`src/rtl/scaler_fix_pkg.sv`:
```
// Shared helpers for the fixed-point scalers: shift derivation, power-of-two
// check and the symmetric saturation limits.
package scaler_fix_pkg;

  function automatic int shamt_of(input int scale);
    return $clog2(scale);
  endfunction

  function automatic bit is_pow2(input int v);
    return (v >= 1) && ((v & (v - 1)) == 0);
  endfunction

  function automatic logic signed [63:0] max_pos(input int width);
    return (64'sd1 <<< (width - 1)) - 64'sd1;
  endfunction

  // Symmetric range: the most-negative two's complement code is excluded.
  function automatic logic signed [63:0] max_neg(input int width);
    return -max_pos(width);
  endfunction

endpackage

```
`src/rtl/scaler_pipe_stage.sv`:
```
// Valid/ready register slice: captures payload and valid whenever en is high.
module scaler_pipe_stage #(
  parameter int W = 8
) (
  input  logic         clk,
  input  logic         rst,
  input  logic         en,
  input  logic         in_valid,
  input  logic [W-1:0] in_data,
  output logic         out_valid,
  output logic [W-1:0] out_data
);

  logic         valid_d, valid_q;
  logic [W-1:0] data_d, data_q;

  always_comb begin
    valid_d = valid_q;
    data_d  = data_q;
    if (en) begin
      valid_d = in_valid;
      if (in_valid) data_d = in_data;
    end
  end

  always_ff @(posedge clk) begin
    if (rst) begin
      valid_q <= 1'b0;
      data_q  <= '0;
    end else begin
      valid_q <= valid_d;
      data_q  <= data_d;
    end
  end

  assign out_valid = valid_q;
  assign out_data  = data_q;

endmodule

```
`src/rtl/scaler_mul_fix.sv`:
```
// Streaming signed up-scaler: multiplies by a power-of-two SCALE with
// symmetric saturation, two pipeline stages, and a sticky saturation counter.
module scaler_mul_fix
  import scaler_fix_pkg::*;
#(
  parameter int WIDTH = 16,
  parameter int SCALE = 2,
  parameter int CNT_W = 16
) (
  input  logic             clk,
  input  logic             rst,
  input  logic             in_valid,
  output logic             in_ready,
  input  logic [WIDTH-1:0] in_data,
  output logic             out_valid,
  input  logic             out_ready,
  output logic [WIDTH-1:0] out_data,
  output logic             out_sat,
  output logic [CNT_W-1:0] sat_count,
  input  logic             sat_clr
);

  localparam int SHAMT = shamt_of(SCALE);
  localparam logic signed [WIDTH-1:0] MAX_POS = WIDTH'(max_pos(WIDTH));
  localparam logic signed [WIDTH-1:0] MAX_NEG = WIDTH'(max_neg(WIDTH));

  if (!is_pow2(SCALE) || WIDTH < 2 || SHAMT >= WIDTH) begin : g_bad_param
    $error("scaler_mul_fix: SCALE must be a power of two below 2**WIDTH, WIDTH >= 2");
  end

  logic s1_en, s2_en;
  logic vld_p1, vld_p2;
  logic [WIDTH:0] data_p1, data_p2;

  assign s2_en    = !vld_p2 || out_ready;
  assign s1_en    = !vld_p1 || s2_en;
  assign in_ready = s1_en;

  // ---- stage 0 -> 1: sign, magnitude, overflow detect, shift ----
  logic signed [WIDTH-1:0] in_s;
  logic                    sign_p0, ovf_p0;
  logic        [WIDTH-1:0] mag_p0;
  logic        [WIDTH-2:0] shl_p0;

  always_comb begin
    in_s    = in_data;
    sign_p0 = in_s[WIDTH-1];
    // -2^(WIDTH-1) negates to itself, which reads as the unsigned magnitude 2^(WIDTH-1).
    mag_p0  = sign_p0 ? (-in_s) : in_data;
    ovf_p0  = |mag_p0[WIDTH-1 -: SHAMT+1];
    shl_p0  = mag_p0[WIDTH-2:0] << SHAMT;
  end

  scaler_pipe_stage #(.W(WIDTH + 1)) u_stage1 (
    .clk      (clk),
    .rst      (rst),
    .en       (s1_en),
    .in_valid (in_valid),
    .in_data  ({sign_p0, ovf_p0, shl_p0}),
    .out_valid(vld_p1),
    .out_data (data_p1)
  );

  // ---- stage 1 -> 2: re-apply sign or clamp ----
  logic                    sign_p1, ovf_p1;
  logic signed [WIDTH-1:0] pos_p1, res_p1;

  always_comb begin
    sign_p1 = data_p1[WIDTH];
    ovf_p1  = data_p1[WIDTH-1];
    pos_p1  = {1'b0, data_p1[WIDTH-2:0]};
    if (ovf_p1) res_p1 = sign_p1 ? MAX_NEG : MAX_POS;
    else        res_p1 = sign_p1 ? -pos_p1 : pos_p1;
  end

  scaler_pipe_stage #(.W(WIDTH + 1)) u_stage2 (
    .clk      (clk),
    .rst      (rst),
    .en       (s2_en),
    .in_valid (vld_p1),
    .in_data  ({ovf_p1, res_p1}),
    .out_valid(vld_p2),
    .out_data (data_p2)
  );

  assign out_valid = vld_p2;
  assign out_sat   = data_p2[WIDTH];
  assign out_data  = data_p2[WIDTH-1:0];

  // ---- saturation event counter, sticky at all-ones ----
  logic             sat_fire;
  logic [CNT_W-1:0] sat_count_d, sat_count_q;

  always_comb begin
    sat_fire    = vld_p2 && out_ready && out_sat;
    sat_count_d = sat_count_q;
    if (sat_clr)                        sat_count_d = sat_fire ? CNT_W'(1) : '0;
    else if (sat_fire && !(&sat_count_q)) sat_count_d = sat_count_q + CNT_W'(1);
  end

  always_ff @(posedge clk) begin
    if (rst) sat_count_q <= '0;
    else     sat_count_q <= sat_count_d;
  end

  assign sat_count = sat_count_q;

endmodule

```
`config.mk`:
```
export PLATFORM = sky130hd
export DESIGN_NAME = scaler_mul_fix
export DESIGN_NICKNAME = d
export VERILOG_FILES = /design/src/rtl/scaler_fix_pkg.sv /design/src/rtl/scaler_pipe_stage.sv /design/src/rtl/scaler_mul_fix.sv
export SDC_FILE = /design/constraint.sdc
export NUM_CORES = 1
export LEC_CHECK = 0
export CORE_UTILIZATION = 50
export DETAILED_ROUTE_END_ITERATION = 16
export DONT_BUFFER_PORTS = 1
export GPL_TIMING_DRIVEN = 1
export HOLD_SLACK_MARGIN = 0.12
export SKIP_LAST_GASP = 1
export SLEW_MARGIN = 30
export SYNTH_ARGS = -nofsm -noshare
export SYNTH_HDL_FRONTEND = slang
export SYNTH_SLANG_ARGS = --single-unit
```
`constraint.sdc`:
```
create_clock -name clk -period 5.5 [get_ports clk]
set_input_delay 0.55 -clock clk [delete_from_list [all_inputs] [get_ports clk]]
set_output_delay 0.55 -clock clk [all_outputs]
set_load 0.1 [all_outputs]
```
---- Word level (Yosys, flattened, before mapping) ----
Cells that the tools add are included.
Widths: inputs -> output; s select.
storage, ports and cells
  register bits after elaboration ......... 51
  input bits .............................. 21
  output and inout bits ................... 35
  word-level logic and storage cells ...... 28
cells by class
  add/sub/neg operators ................... 3
  multiplexer cells ....................... 7
  reduce and logical (&&, ||, !) cells .... 13
operators with widths
  kind                   number
  $mux 16                6
  $add 16x1->16 const B  1
  $neg 15->16            1
  $neg 16->16            1
  $reduce_and 16->1      1
  $reduce_and 2->1       2
  $logic_and 1x1->1      3
  $logic_not 1->1        3
  $logic_or 1x1->1       2
  $reduce_bool 2->1      1
  $reduce_or 2->1        1
  $mux 1                 1

---- Depth between registers and ports, before layout ----
  depth after elaboration ................. 5
  mapped depth ............................ 7
  depth with buffers taken out ............ 7

---- By module ----
Synthesis repeated with hierarchy kept, for this count alone.
second synthesis, totals
  cells, all modules ...................... 391
  area total of the unflattened synthesis .. 3,326.9 sq um
modules (own cells, without submodules)
  module             times used  cells each  area each (sq um)  seq. area each (sq um)
  scaler_pipe_stage  2           81          843.3              360.3
  scaler_mul_fix     1           229         1,640.3            320.3

---- Worst setup path before layout ----
Ideal clock, no wire load.
  path type ............................... register to register
  start point ............................. reg sat_count_q[0], in the netlist sat_count[0]
  end point ............................... reg sat_count_q[0], in the netlist sat_count[0]
  library setup time ...................... 70 ps
  data arrival time ....................... 2,638 ps
  required time ........................... 5,430 ps
  slack ................................... 2,792 ps
  cell stages (with the launch flop) ...... 8
  path buffers ............................ 1
  clock period less this slack ............ 2,708 ps
  path through ............................ dfxtp_1 > ha_1 > clkbuf_1 > nand3_1 > nor4_1 > nor2_1 > or3b_1 > a21oi_1
between the ends
  word-level cells in the longest chain between the ends .. 4
  elaborated cells on any way between the ends .. 7
  those cells by class .................... add/sub: 1; mux: 2; reduce/logical: 4
ends and longest elaborated chain
  what                                                                   RTL line               source
  from (decl)                                                            scaler_mul_fix.sv:92   logic [CNT_W-1:0] sat_count_d, sat_count_q;
  from (signal assigned)                                                 scaler_mul_fix.sv:103  else sat_count_q <= sat_count_d;
  parallel branches: the longest is 4 deep, another holds $add 16x1->16  -
Several ways; the timed one is not identified. The select of a mux whose other input is x is not followed.
A chain may end at the register's enable or synchronous reset.

---- Final worst setup path ----
  start point ............................. reg sat_count_q[1], in the netlist sat_count[1]
  end point ............................... reg sat_count_q[0], in the netlist sat_count[0]
between the ends
  word-level cells in the longest chain between the ends .. 4
ends and longest elaborated chain
  what                         RTL line              source
  $reduce_and 16->1            scaler_mul_fix.sv:98  else if (sat_fire && !(&sat_count_q)) sat_count_d = sat_count_q + CNT_W'(1);
  $logic_not 1->1              scaler_mul_fix.sv:98
  $logic_and 1x1->1            scaler_mul_fix.sv:98
  $reduce_bool 2->1 (no line)  -
No other way between the ends.

==> metrics.txt <==
TritonCTS clock tree built; aggregate routed wire length 5910 um; Hold Worst Slack ~300 ps; layout net count 356; setup clock skew after layout 7.94 ps; P_int 553 uW; fraction of synthesis flops using an asynchronous set or reset pin 0%; via count of the first global-routing pass 1987; Syn. warnings 0; Distinct cells, synth 44; ratio of total power to cell area 285 nW/um^2; Tcrit/Tclk final between 50 and 60%; number of vias per cell after detailed routing 5.76; total gr overflow 0; number of buffers created by CTS 5; starting density of the core 52.1%; critical path start-end classification flop to flop; Leak 0.905 nW; final period demand of the worst path approximately 2800 ps; overall global routing resource usage between 20% and 30%; Gates resized, CTS repair 0; biggest cell delay along the critical path 1010 ps; relative slew slack ~31%; setup repair after global routing missed its margin false; level count of the clock H-tree 2; relative contribution of the clock network to total power 31.4%; Final GP Congestion 0.855; cell area after placement 2720 sq um; Post-CTS Repair Setup Buffers 0; clock tree root driver cell sky130_fd_sc_hd__clkbuf_8; kind of cell adding the most delay to the critical path simple AND/OR/NAND/NOR gates; clock sink count 50; vertical extent of the die between 70 and 80 um; Synth Flop Type sky130_fd_sc_hd__dfxtp_1; HPWL after detailed placement approximately 4200 um; proportion of synthesized chip area in sequential cells 37.3%; horizontal extent of the die ~75 um; post-route ant nets 0; final hold vios 0; Max Buffers Root-to-Sink 2; top post-synthesis cells by area sky130_fd_sc_hd__dfxtp_1 37%, sky130_fd_sc_hd__nor2_1 7.6%, sky130_fd_sc_hd__a211oi_1 6.4%; data required time at the worst endpoint roughly 5700 ps; number of max-capacitance violations reported 0; post-synthesis to final-layout area growth 5.98%; share of total power in combinational logic 11.1%; post-route cell area roughly 2800 sq um; synthesized area per cell 7.77 sq um; source-to-sink clock delay at the later pin of the worst-skew pair around 300 ps; overall die area 5660 sq um; Critical Path, Cell by Cell ha_1 > nand3_1 > nor4_2 > nor2_1 > or3b_1 > a21oi_1; fraction of final layout cells with drive strength greater than 1 9.31%; worst path arrival time between 3000 and 4000 ps; biggest area consumer among synthesized cells sky130_fd_sc_hd__dfxtp_1; I/O pin count 56; Initial DRC Count 125; diode insertion count for antenna repair 0; top fanout value on the critical path 8; transition time of the tightest slew-check pin 1030 ps; total DRC errors in the routed layout 0; first-pass GRT wire length about 9300 um; nature of the critical path startpoint flop; row count 26; worst hold-check path type input pin to flop; switch share 31.6%; clock slew at the register clock pins of the worst setup and hold paths 90 ps; GRT Max-Usage Layer met1; DR WL/cell 14.7 um; met2 track demand over resource a little under a third; maximum clock frequency 0.360 GHz; router iterations before antenna repair 4; Sequential Power Share 57.5%; total nets after synthesis 369; Post-Synthesis Cell Area 2680 sq um; number of antenna violations at the first check in global routing 0; final max-slew violation count 0; Setup Viol. Count Final 0; category of the worst setup path capture point flop; CP bufs+invs 0; pin count of the biggest net entering global routing 38; number of synthesized flops with an enable pin 0; area of the core a little over 5000 sq um; met1 layer usage reported by global route 32.2%; number of instances in the synthesized netlist 345; count of state elements after synthesis 50; most common cell after layout, fill and taps aside sky130_fd_sc_hd__nor2_1; Sum Neg Setup Slack 0 ps; run status complete, no violations; commonest cells after routing, fill and taps aside 54 x sky130_fd_sc_hd__nor2_1, 35 x sky130_fd_sc_hd__dfxtp_1, 29 x sky130_fd_sc_hd__nand2_1; worst vdd ir 129 uV; crit path max-delay cell type sky130_fd_sc_hd__dfxtp_1; IO buf count 0; GR Util met3 5.76%; top-area cell type share of the netlist area 37.3%; Vias 2321; switching power 256 uW; total of hold buffers inserted after clock tree synthesis 0
==> sequential cells by signal, indices dropped and copies added (netlist names) <==
name and cells:
sat_count 16, u_stage1.out_data 16, u_stage2.out_data 16, u_stage1.out_valid 1, u_stage2.out_valid 1
==> worst reg2reg max path, stage by stage (launching register included) <==
cell and delay (ps):
sky130_fd_sc_hd__dfxtp_1 1010, sky130_fd_sc_hd__ha_1 470, sky130_fd_sc_hd__nand3_1 130, sky130_fd_sc_hd__nor4_2 470, sky130_fd_sc_hd__nor2_1 130, sky130_fd_sc_hd__or3b_1 370
sky130_fd_sc_hd__a21oi_1 120
==> per-stage QoR <==
stage / worst slack [ps] / total power [mW] / util [%] / std cells
global route: 2550 / 0.852 / 55.3 / 403
detailed placement: 2520 / 0.563 / 53.0 / 395
CTS: 2500 / 0.818 / 55.1 / 403
floorplan: 2790 / 0.548 / - / 345
global placement: 2580 / 0.562 / 52.5 / 395
finish: 2730 / 0.809 / 55.3 / 403
==> logic make-up (layout without fill, tap and decap cells) <==
group | count (synthesis) | in the layout | synth area share (%)
adder cells (fa/ha/maj) | 3 | 3 | 1.40
flip-flops | 50 | 50 | 37.3
AND/OR/NAND/NOR | 146 | 146 | 26.1
XOR/XNOR | 26 | 26 | 8.50
AO/OA/AOI/OAI | 85 | 85 | 20.9
buffers and inverters | 32 | 20 | 4.62
multiplexers | 3 | 3 | 1.12
==> cell usage after synthesis (11+ instances only) <==
master,count
sky130_fd_sc_hd__a21oi_1,22
sky130_fd_sc_hd__dfxtp_1,50
sky130_fd_sc_hd__nand3_1,12
sky130_fd_sc_hd__a211oi_1,23
sky130_fd_sc_hd__nor3_1,16
sky130_fd_sc_hd__xnor2_1,16
sky130_fd_sc_hd__clkbuf_1,20
sky130_fd_sc_hd__nand2_1,29
sky130_fd_sc_hd__inv_1,11
sky130_fd_sc_hd__nor2_1,54
==> power by group through the flow <==
stage	logic, mW	registers (mW)	clock network, mW
detailed placement	0.0902	0.473	0
finish	0.0902	0.465	0.254
CTS	0.0906	0.464	0.263
global route	0.103	0.469	0.279
floorplan	0.0888	0.459	0
global placement	0.0891	0.472	0
==> layout make-up <==
| cell class | instances | area (sq um) |
|---|---|---|
| inverter | 11 | 41.3 |
| multi-input combinational | 263 | 1570 |
| clock buffer | 5 | 68.8 |
| tap | 70 | 87.6 |
| clock inverter | 3 | 40.0 |
| fill | 535 | 2300 |
| sequential | 50 | 1020 |
| timing repair buffer | 1 | 7.51 |
==> worst paths after layout <==
check	from	end	slack, ps	depth (start not counted)
min reg2reg	u_stage1.out_data[1]	u_stage1.out_data[1]	520	2
min	rst	sat_count[0]	290	1
max	sat_count[1]	sat_count[0]	2730	6
max reg2reg	sat_count[1]	sat_count[0]	2730	6
==> layer usage <==
layer	part of all wire (%)	routed length, um
met4	1.2	73
met1	51	3010
met2	42	2480
met3	5.9	348
met5	0	0
Power figures use the tool's default switching activity.
